--- src/rtl/waymask_applier_pkg.sv ---
// -----------------------------------------------------------------------------
// waymask_applier_pkg
// Shared definitions for the waymask applier: way count/index widths, the
// FSM state type and the mask helper functions used by the suggestion filter.
// -----------------------------------------------------------------------------
package waymask_applier_pkg;

  localparam int NUM_WAYS  = 16;
  localparam int WAY_CNT_W = 5;  // holds 0..16
  localparam int WAY_IDX_W = 4;
  localparam int STAB_W    = 4;

  typedef enum logic [1:0] {
    IDLE        = 2'd0,
    GROW        = 2'd1,
    SHRINK_REQ  = 2'd2,
    SHRINK_WAIT = 2'd3
  } applier_state_e;

  // Number of set bits in a waymask.
  function automatic logic [WAY_CNT_W-1:0] popcount(input logic [NUM_WAYS-1:0] mask);
    logic [WAY_CNT_W-1:0] cnt;
    cnt = '0;
    for (int i = 0; i < NUM_WAYS; i++) begin
      cnt = cnt + {{(WAY_CNT_W-1){1'b0}}, mask[i]};
    end
    return cnt;
  endfunction

  // True for 0x0001, 0x0003, ... 0xFFFF. Adding one to a low-aligned run of
  // ones carries out of the run, so the AND with the original is zero only
  // for a thermometer code (0xFFFF wraps to zero, which still works).
  function automatic logic is_thermometer(input logic [NUM_WAYS-1:0] mask);
    logic [NUM_WAYS-1:0] plus_one;
    plus_one = mask + {{(NUM_WAYS-1){1'b0}}, 1'b1};
    return mask[0] && ((mask & plus_one) == '0);
  endfunction

endpackage

--- src/rtl/waymask_applier_suggestion_filter.sv ---
// -----------------------------------------------------------------------------
// waymask_applier_suggestion_filter
// Decodes thermometer-coded waymask suggestions into a way count and applies
// hysteresis: a count becomes the target only after STABLE_COUNT consecutive
// legal suggestions agree. Illegal suggestions are dropped, clear the
// stability counter and raise a one-cycle error pulse.
//
// Ports
//   clk_in               clock
//   reset_n_in           asynchronous active-low reset
//   suggest_valid_in     suggestion strobe
//   suggested_waymask_in suggested waymask
//   target_cnt           accepted target way count T (registered)
//   illegal_pulse        combinational: the current strobe carries an illegal mask
// -----------------------------------------------------------------------------
module waymask_applier_suggestion_filter
  import waymask_applier_pkg::*;
#(
  parameter int STABLE_COUNT = 2
) (
  input  logic                 clk_in,
  input  logic                 reset_n_in,
  input  logic                 suggest_valid_in,
  input  logic [NUM_WAYS-1:0]  suggested_waymask_in,
  output logic [WAY_CNT_W-1:0] target_cnt,
  output logic                 illegal_pulse
);

  localparam logic [STAB_W-1:0]    STABLE_LIM = STAB_W'(STABLE_COUNT);
  localparam logic [WAY_CNT_W-1:0] ALL_WAYS   = WAY_CNT_W'(NUM_WAYS);

  logic                 legal;
  logic [WAY_CNT_W-1:0] sugg_cnt;
  logic [WAY_CNT_W-1:0] cand_q, cand_d;
  logic [STAB_W-1:0]    stab_q, stab_d;
  logic                 take_target;

  always_comb begin
    legal         = is_thermometer(suggested_waymask_in);
    sugg_cnt      = popcount(suggested_waymask_in);
    cand_d        = cand_q;
    stab_d        = stab_q;
    illegal_pulse = 1'b0;
    if (suggest_valid_in) begin
      if (!legal) begin
        illegal_pulse = 1'b1;
        stab_d        = '0;
      end else if (sugg_cnt == cand_q) begin
        if (stab_q < STABLE_LIM) begin
          stab_d = stab_q + {{(STAB_W-1){1'b0}}, 1'b1};
        end
      end else begin
        cand_d = sugg_cnt;
        stab_d = {{(STAB_W-1){1'b0}}, 1'b1};
      end
    end
    // Re-arming T while already saturated rewrites the same value, which keeps
    // the condition simple and also covers STABLE_COUNT == 1.
    take_target = suggest_valid_in && legal && (stab_d == STABLE_LIM);
  end

  always_ff @(posedge clk_in or negedge reset_n_in) begin
    if (!reset_n_in) begin
      cand_q     <= ALL_WAYS;
      stab_q     <= '0;
      target_cnt <= ALL_WAYS;
    end else begin
      cand_q <= cand_d;
      stab_q <= stab_d;
      if (take_target) begin
        target_cnt <= cand_d;
      end
    end
  end

endmodule

--- src/rtl/waymask_applier.sv ---
// -----------------------------------------------------------------------------
// waymask_applier
// Walks the cache's active waymask toward the filtered target one way at a
// time. Ways are added directly; before a way is removed it is handed to the
// flush engine and the mask bit is cleared only after the flush completes.
//
// Ports
//   clk_in               clock
//   reset_n_in           asynchronous active-low reset
//   suggest_valid_in     suggestion strobe
//   suggested_waymask_in suggested thermometer waymask
//   flush_ack_in         flush engine finished cleaning flush_way_out
//   flush_req_out        request to flush one way
//   flush_way_out        way being flushed, stable while flush_req_out is high
//   active_waymask_out   waymask applied to cache allocation (thermometer)
//   busy_out             FSM not in IDLE
//   error_out            sticky: an illegal suggestion was seen
//
// state       | meaning
// ------------+------------------------------------------------------------
// IDLE        | compare target T with active count A, pick a direction
// GROW        | add way A to the mask, return to IDLE
// SHRINK_REQ  | raise flush request for way A-1
// SHRINK_WAIT | hold request until ack, then clear way A-1 and return to IDLE
// -----------------------------------------------------------------------------
module waymask_applier
  import waymask_applier_pkg::*;
#(
  parameter int CACHE_ASSOCIATIVITY = 16,
  parameter int STABLE_COUNT        = 2
) (
  input  logic                           clk_in,
  input  logic                           reset_n_in,
  input  logic                           suggest_valid_in,
  input  logic [CACHE_ASSOCIATIVITY-1:0] suggested_waymask_in,
  input  logic                           flush_ack_in,
  output logic                           flush_req_out,
  output logic [WAY_IDX_W-1:0]           flush_way_out,
  output logic [CACHE_ASSOCIATIVITY-1:0] active_waymask_out,
  output logic                           busy_out,
  output logic                           error_out
);

  localparam logic [WAY_CNT_W-1:0] ALL_WAYS = WAY_CNT_W'(NUM_WAYS);
  localparam logic [WAY_CNT_W-1:0] ONE_WAY  = WAY_CNT_W'(1);

  applier_state_e       state_q, state_d;
  logic [WAY_CNT_W-1:0] active_cnt_q;
  logic [WAY_CNT_W-1:0] target_cnt;
  logic                 illegal_pulse;

  waymask_applier_suggestion_filter #(
    .STABLE_COUNT (STABLE_COUNT)
  ) u_suggestion_filter (
    .clk_in               (clk_in),
    .reset_n_in           (reset_n_in),
    .suggest_valid_in     (suggest_valid_in),
    .suggested_waymask_in (suggested_waymask_in),
    .target_cnt           (target_cnt),
    .illegal_pulse        (illegal_pulse)
  );

  // T is only consulted in IDLE, so a retarget during a flush waits for it.
  always_comb begin
    state_d = state_q;
    case (state_q)
      IDLE: begin
        if (target_cnt > active_cnt_q) begin
          state_d = GROW;
        end else if (target_cnt < active_cnt_q) begin
          state_d = SHRINK_REQ;
        end
      end
      GROW:        state_d = IDLE;
      SHRINK_REQ:  state_d = SHRINK_WAIT;
      SHRINK_WAIT: if (flush_ack_in) state_d = IDLE;
      default:     state_d = IDLE;
    endcase
  end

  always_ff @(posedge clk_in or negedge reset_n_in) begin
    if (!reset_n_in) begin
      state_q            <= IDLE;
      active_waymask_out <= '1;
      active_cnt_q       <= ALL_WAYS;
      flush_req_out      <= 1'b0;
      flush_way_out      <= '0;
      busy_out           <= 1'b0;
      error_out          <= 1'b0;
    end else begin
      state_q   <= state_d;
      busy_out  <= (state_d != IDLE);
      error_out <= error_out | illegal_pulse;
      case (state_q)
        GROW: begin
          active_waymask_out <= {active_waymask_out[CACHE_ASSOCIATIVITY-2:0], 1'b1};
          active_cnt_q       <= active_cnt_q + ONE_WAY;
        end
        SHRINK_REQ: begin
          // A is 1..16, so the low four bits minus one wrap 16 -> 15 correctly.
          flush_req_out <= 1'b1;
          flush_way_out <= active_cnt_q[WAY_IDX_W-1:0] - {{(WAY_IDX_W-1){1'b0}}, 1'b1};
        end
        SHRINK_WAIT: begin
          if (flush_ack_in) begin
            active_waymask_out <= {1'b0, active_waymask_out[CACHE_ASSOCIATIVITY-1:1]};
            active_cnt_q       <= active_cnt_q - ONE_WAY;
            flush_req_out      <= 1'b0;
          end
        end
        default: ;
      endcase
    end
  end

endmodule

--- config.mk ---
export PLATFORM = sky130hd
export DESIGN_NAME = waymask_applier
export DESIGN_NICKNAME = d
export VERILOG_FILES = /design/src/rtl/waymask_applier_pkg.sv /design/src/rtl/waymask_applier_suggestion_filter.sv /design/src/rtl/waymask_applier.sv
export SDC_FILE = /design/constraint.sdc
export NUM_CORES = 1
export LEC_CHECK = 0
export BUFFER_PORTS_ARGS = -buffer_cell sky130_fd_sc_hd__buf_2
export CAP_MARGIN = 30
export CORE_ASPECT_RATIO = 2
export CORE_MARGIN = 1.5
export CORE_UTILIZATION = 29
export DETAILED_ROUTE_END_ITERATION = 12
export PLACE_DENSITY = 0.42
export SLEW_MARGIN = 20
export SYNTH_ARGS = -nofsm -noshare
export SYNTH_HDL_FRONTEND = slang
export SYNTH_HIERARCHICAL = 1
export SYNTH_SLANG_ARGS = --single-unit
--- constraint.sdc ---
create_clock -name clk_in -period 3.1 [get_ports clk_in]
set_input_delay 0.62 -clock clk_in [delete_from_list [all_inputs] [get_ports clk_in]]
set_output_delay 0.62 -clock clk_in [all_outputs]
set_load 0.005 [all_outputs]
==> results.py, run 1 <==
metrics = {
    "outcome": {
        "outcome": "complete, but fails checks",
        "violations": "negative setup slack",
    },
    "synth": {
        "ys_seq_area_share_pct": 38.7,
        "synth_edf_count": 0,
        "async_flop_share_pct": 100,
        "syn_nets": 347,
        "synth_largest_area_cell": "dfrtp_1",
        "synthTopCellsByArea": "dfrtp_1, dfstp_2, fa_1, ha_1, o22ai_1",
        "syn_avg_cell_area_um2": 9.73,
        "yosys_warnings": 6,
        "yosysTopAreaCellShare_pct": 21.5,
        "ys_ff_latch": 44,
        "synthesis.instances": 299,
        "ys_types": 50,
        "ys.flop_type": "dfrtp_1",
        "synth_area_um2": 2910,
    },
    "setup_path": {
        "rr_startpoint": "u_suggestion_filter/stab_q[1]",
        "slowest_delay_ns": 0.52,
        "cp-start-kind": "primary input",
        "cp_common_cell": "fa_1",
        "reg2reg_depth": 5,
        "critPathKind": "in -> reg",
        "r2r_slack_ns": 0.87,
        "crit_path_max_fanout": 5,
        "r2r-end": "u_suggestion_filter/target_cnt[1]",
        "critPathSlowestCell": "fa_1",
        "path_cells": "buf_6 > fa_1 > inv_1 > fa_1 > inv_2 > fa_1 > inv_1 > fa_1 > inv_2 > ha_4 > fa_2 > buf_4 > xor2_2 > xnor2_1 > o2111ai_2 > or4_4 > mux2_4",
        "crit_arrival_ns": 4.87,
        "crit_required_ns": 3.28,
        "endpoint_kind": "flop",
    },
    "timing": {
        "period_share_pct": 151,
        "slew_headroom_pct": 54.6,
        "slew_violations": 0,
        "setup_violations": 14,
        "worst_pin_slew_ns": 0.681,
        "rsz0062_at_grt": "true",
        "fin_crit_ns": 4.69,
        "fin_skew_ns": 0.00355,
        "max_freq_ghz": 0.213,
        "finalWorstSetupSlack_ns": -1.59,
        "hold_viol": 0,
    },
    "floorplanning": {
        "dieArea_um2": 10700,
        "dieHeight_um": 145,
        "core_area_um2": 9760,
        "num_io_pins": 43,
        "initial_core_util_pct": 29.8,
        "dieWidth_um": 73.8,
        "std_cell_rows": 51,
    },
    "global_routing": {
        "grt_usage_pct": 15.4,
        "antenna_found_initial": 0,
        "busiest_layer": "met2",
        "use_met3_pct": 1.94,
        "grt_pass1_vias": 2677,
        "use_met2_pct": 32.0,
        "grt_max_degree": 28,
        "grt_pass1_wl_mm": 12.4,
        "met1_usage_pct": 13.3,
        "grt_overflow_total": 0,
    },
    "finish": {
        "area_delta_synth_final_pct": 28.5,
        "nFillCells": 1037,
        "final_common_cell": "buf_2",
        "fin_util_pct": 38.3,
        "final_layout_size_suffix_gt1_share_pct": 36.2,
        "antenna_cells": 0,
        "final_cell_mix": "buf_2, buf_4, o22ai_1",
        "fin_nets": 420,
    },
    "clocking": {
        "cts_tree": "yes",
        "cts_buffers": 5,
        "cts_hold_buf": 0,
        "cts_max_level": 2,
        "clockBufferDepth": 2,
        "cts_num_sinks": 44,
        "clock_latency_ns": 0.29,
        "clk_pin_slew_ns": 0.06,
        "cts_root_buffer": "clkbuf_16",
    },
    "power": {
        "ir_drop_v": 0.000342,
        "p_per_area_nw_per_um2": 873,
        "p_leak_nw": 1.69,
    },
    "routing": {
        "totalWireLength_mm": 7.39,
        "initialDrtViolationCount": 55,
        "avgRoutedWirePerCell_um": 14.6,
        "num_vias": 2486,
        "viasPerCell": 4.92,
        "antenna_left": 0,
        "drcViolationCount": 0,
        "drt_pass1_iterations": 4,
    },
    "run": {
        "cap_violations": 0,
    },
    "place": {
        "portBuffers": 42,
        "place_hpwl_mm": 5.87,
        "pre_cts_slack_ns": -1.93,
        "gp_congestion": 0.788,
    },
    "hold_path": {
        "hold_class": "in -> async",
    },
}
## sequential cells by signal, indices dropped and copies added, names as in the netlist
name,flops
active_waymask_out,16
active_cnt_q,5
u_suggestion_filter/cand_q,5
u_suggestion_filter/target_cnt,5
flush_way_out,4
u_suggestion_filter/stab_q,4
state_q,2
busy_out,1
error_out,1
flush_req_out,1
## cells by family (layout without fill, tap and decap cells)
| kind of cell | after synthesis | after routing | synth area share [%] |
|---|---|---|---|
| buffers and inverters | 46 | 120 | 6.84 |
| adder cells (fa/ha/maj) | 28 | 28 | 14.9 |
| AO/OA/AOI/OAI | 91 | 91 | 18.8 |
| flip-flops | 44 | 44 | 38.7 |
| AND/OR/NAND/NOR | 67 | 67 | 12.3 |
| XOR/XNOR | 11 | 11 | 3.31 |
| multiplexers | 12 | 12 | 5.24 |
## worst max path at each step
stage	slack, ns	startpoint	to	cells after the start
6_report	-1.59	suggested_waymask_in[11]	u_suggestion_filter/target_cnt[1]	17
5_1_grt	-1.76	suggested_waymask_in[11]	u_suggestion_filter/target_cnt[1]	17
4_1_cts	-1.59	suggested_waymask_in[11]	u_suggestion_filter/target_cnt[1]	17
3_5_place_dp	-1.93	suggested_waymask_in[11]	u_suggestion_filter/target_cnt[1]	17
3_3_place_gp	-1.87	suggested_waymask_in[11]	u_suggestion_filter/target_cnt[0]	17
2_1_floorplan	-1.74	suggested_waymask_in[11]	u_suggestion_filter/target_cnt[0]	17
## critical path: cells and delay by family
kind	cells	cell delay, ns
AO/OA/AOI/OAI	1	0.15
XOR/XNOR	2	0.33
adder cells (fa/ha/maj)	6	2.49
buffers and inverters	6	0.44
multiplexers	1	0.32
AND/OR/NAND/NOR	1	0.50
## cell usage after synthesis (all sizes together) (4+ instances only)
master / number
a21oi: 24
buf: 9
dfrtp: 25
dfstp: 19
fa: 11
ha: 17
inv: 34
mux2: 11
nand2: 23
nand3: 6
nand4: 4
nor2: 8
nor3: 5
nor4: 5
o21a: 4
o21ai: 19
o22ai: 30
xnor2: 8
## final cells by class
| type | instances | area, um^2 | area share [%] |
|---|---|---|---|
| repair buffers | 78 | 520 | 13.9 |
| clock buffers | 7 | 133 | 3.55 |
| flip-flops and latches | 44 | 1120 | 30.1 |
| clock inverters | 1 | 5.00 | 0.134 |
| well taps | 132 | 165 | 4.42 |
| multi-input cells | 209 | 1660 | 44.3 |
| inverters | 34 | 133 | 3.55 |
## what timing repair did
item | in CTS | in global routing
resized for setup | 9 | 6
buffers inserted | 1 | 3
pin swaps | 2 | 5
endpoints found under the setup margin | 14 | 14
## metal layers
layer | up-vias | routed length, um
li1 | 1214 | -
met4 | 0 | 216
met2 | 51 | 4530
met3 | 11 | 165
met5 | - | 0
met1 | 1210 | 2480
## where the power goes
group	leakage (nW)	internal (mW)	switching, mW
clock	0.0679	0.298	0.218
sequential	0.516	0.812	0.165
combinational	1.10	0.858	0.913
total	1.69	1.97	1.30
## through the flow
stage | hold slack [ns] | TNS (ns) | instance area [um^2] | std cells | total power [mW]
global placement | 0.448 | -23.08 | 3480 | 492 | 2.66
floorplan | 0.324 | -18.64 | 2950 | 299 | 2.08
CTS | 0.386 | -18.94 | 3690 | 502 | 3.26
global route | 0.413 | -21.52 | 3740 | 505 | 3.59
detailed placement | 0.447 | -23.76 | 3510 | 493 | 2.67
finish | 0.365 | -19.10 | 3740 | 505 | 3.26
No activity file was read; power rests on OpenSTA's default activity.
==> inputs of run 2 (changes only) <==
--- a/config.mk
+++ b/config.mk
@@ -10,6 +10,7 @@
 export CORE_ASPECT_RATIO = 2
 export CORE_MARGIN = 1.5
 export CORE_UTILIZATION = 29
+export CTS_BUF_LIST = sky130_fd_sc_hd__clkbuf_4 sky130_fd_sc_hd__clkbuf_8 sky130_fd_sc_hd__clkbuf_16
 export DETAILED_ROUTE_END_ITERATION = 12
 export PLACE_DENSITY = 0.42
 export SLEW_MARGIN = 20
==> constraint.sdc (replaced) <==
create_clock -name clk_in -period 5.2 [get_ports clk_in]
set_input_delay 1.04 -clock clk_in [delete_from_list [all_inputs] [get_ports clk_in]]
set_output_delay 1.04 -clock clk_in [all_outputs]
set_load 0.005 [all_outputs]
==> run 2 against run 1 <==
The flow now finishes without violations. Sequential power decreased by 35%. First-iteration DRC count is 35% higher. Clock power decreased by 40%. Via count fell by 4.9%. Cell count shrank 3.6%. Worst setup slack better by 1.7 ns. Power down 43%. Final area is 4.3% lower. Critical path type unchanged. Largest power group unchanged.
==> results.py, run 2 (same netlist as run 1, synthesis figures left out) <==
metrics = {
    "floorplanning": {
        "std_cell_rows": 51,
        "dieWidth_um": 73.8,
        "num_io_pins": 43,
        "core_area_um2": 9760,
        "dieHeight_um": 145,
        "dieArea_um2": 10700,
        "initial_core_util_pct": 29.8,
    },
    "hold_path": {
        "hold_class": "reg -> reg",
        "hold_depth": 1,
        "holdPathEnd": "error_out",
        "min_from": "error_out",
    },
    "setup_path": {
        "cp-start-kind": "primary input",
        "critPathBufInv": 5,
        "critPathSlowestCell": "fa_1",
        "critPathKind": "in -> reg",
        "endpoint_kind": "flop",
        "r2r_slack_ns": 2.79,
        "crit_path_max_fanout": 5,
        "r2r-end": "active_cnt_q[4]",
        "path_cells": "buf_6 > fa_1 > inv_1 > fa_1 > inv_1 > fa_1 > inv_2 > fa_1 > inv_2 > ha_4 > fa_2 > a211oi_2 > o31ai_2 > nor3_2 > o2111ai_2 > or4_4 > mux2_4",
        "critical-path-top-delay-family": "adder cells",
        "reg2reg_depth": 6,
        "rr_startpoint": "state_q[0]",
        "crit_arrival_ns": 5.28,
        "cp_common_cell": "fa_1",
        "crit_required_ns": 5.37,
        "slowest_delay_ns": 0.52,
    },
    "power": {
        "ir_drop_v": 0.000153,
        "p_leak_nw": 1.59,
        "p_per_area_nw_per_um2": 517,
    },
    "timing": {
        "slew_violations": 0,
        "rsz0062_at_grt": "true",
        "fin_skew_ns": 0.00452,
        "period_share_pct": 98.3,
        "holdWs_ns": 0.463,
        "setup_violations": 0,
        "fin_crit_ns": 5.11,
        "slew_headroom_pct": 45.9,
        "hold_viol": 0,
        "worst_pin_slew_ns": 0.811,
        "max_freq_ghz": 0.196,
    },
    "routing": {
        "initialDrtViolationCount": 74,
        "avgRoutedWirePerCell_um": 14.7,
        "num_vias": 2363,
        "drcViolationCount": 0,
        "antenna_left": 0,
        "drt_pass1_iterations": 4,
        "totalWireLength_mm": 7.18,
        "viasPerCell": 4.85,
    },
    "clocking": {
        "clk_pin_slew_ns": 0.06,
        "cts_num_sinks": 44,
        "cts_max_level": 2,
        "cts_root_buffer": "clkbuf_16",
        "cts_buffers": 5,
        "clock_latency_ns": 0.28,
        "post_cts_buffers": 0,
        "cts_tree": "yes",
        "clockBufferDepth": 2,
    },
    "global_routing": {
        "grt_usage_pct": 15.2,
        "grt_pass1_wl_mm": 12.1,
        "antenna_found_initial": 0,
        "grt_max_degree": 31,
        "grt_pass1_vias": 2482,
        "grt_overflow_total": 0,
    },
    "finish": {
        "antenna_cells": 0,
        "nFillCells": 1007,
        "area_delta_synth_final_pct": 23.0,
        "fin_cells": 487,
        "final_cell_mix": "buf_2, o22ai_1, inv_1",
        "fin_nets": 402,
        "final_layout_size_suffix_gt1_share_pct": 33.0,
        "largest_register": "active_waymask_out",
        "largest_register_ffs": 16,
        "final_common_cell": "buf_2",
    },
    "outcome": {
        "outcome": "finished clean",
    },
    "place": {
        "gp_congestion": 0.792,
        "place_hpwl_mm": 5.68,
        "dp_cells": 479,
        "portBuffers": 42,
    },
    "run": {
        "cap_violations": 0,
    },
}
==> run 2: cell count changes in the layout (fill, tap and decap cells not counted), sizes merged <==
cell and delta:
buf -18
==> run 2: per-stage QoR <==
step	setup WS (ns)	setup TNS (ns)	total power [mW]	cell area (um^2)	util (%)
global placement	-0.223	-1.19	1.53	3370	34.6
finish	0.0896	0	1.85	3580	36.7
floorplan	-0.0573	-0.245	1.23	2940	-
global route	-0.0540	-0.207	2.05	3580	36.7
CTS	0.0127	0	1.87	3540	36.2
detailed placement	-0.287	-1.62	1.54	3390	34.8
==> run 2: worst max path at each step <==
stage / slack (ns) / start / end / depth (start not counted)
CTS: 0.01 / suggested_waymask_in[5] / u_suggestion_filter/target_cnt[0] / 17
global route: -0.05 / suggested_waymask_in[11] / u_suggestion_filter/target_cnt[0] / 17
floorplan: -0.06 / suggested_waymask_in[11] / u_suggestion_filter/target_cnt[0] / 17
global placement: -0.22 / suggested_waymask_in[11] / u_suggestion_filter/target_cnt[2] / 17
detailed placement: -0.29 / suggested_waymask_in[5] / u_suggestion_filter/target_cnt[1] / 17
finish: 0.09 / suggested_waymask_in[11] / u_suggestion_filter/target_cnt[0] / 17
==> run 2: repair_timing <==
action | 4_1_cts | 5_1_grt
resized for setup | 0 | 12
hold buffers | 0 | 0
setup endpoints to repair | 0 | 7
==> run 2: power breakdown <==
group	leakage, nW	switching (mW)	internal [mW]
combinational	1.00	0.469	0.439
clock	0.0747	0.123	0.188
sequential	0.516	0.149	0.484
total	1.59	0.741	1.11
==> run 2: cell type report <==
cell class              instances  area, um^2  area share (%)
clock buffers                   7         140            3.91
clock inverters                 1        5.00           0.140
inverters                      34         133            3.70
multi-input cells             209        1640            45.7
flip-flops and latches         44        1120            31.4
well taps                     132         165            4.61
repair buffers                 60         377            10.5
==> run 2: routing by layer <==
layer | share of wire (%) | global-route usage, %
met5 | 0 | 0
met4 | 2.5 | 6.73
met3 | 1.9 | 2.08
met2 | 61 | 30.3
met1 | 35 | 14.5
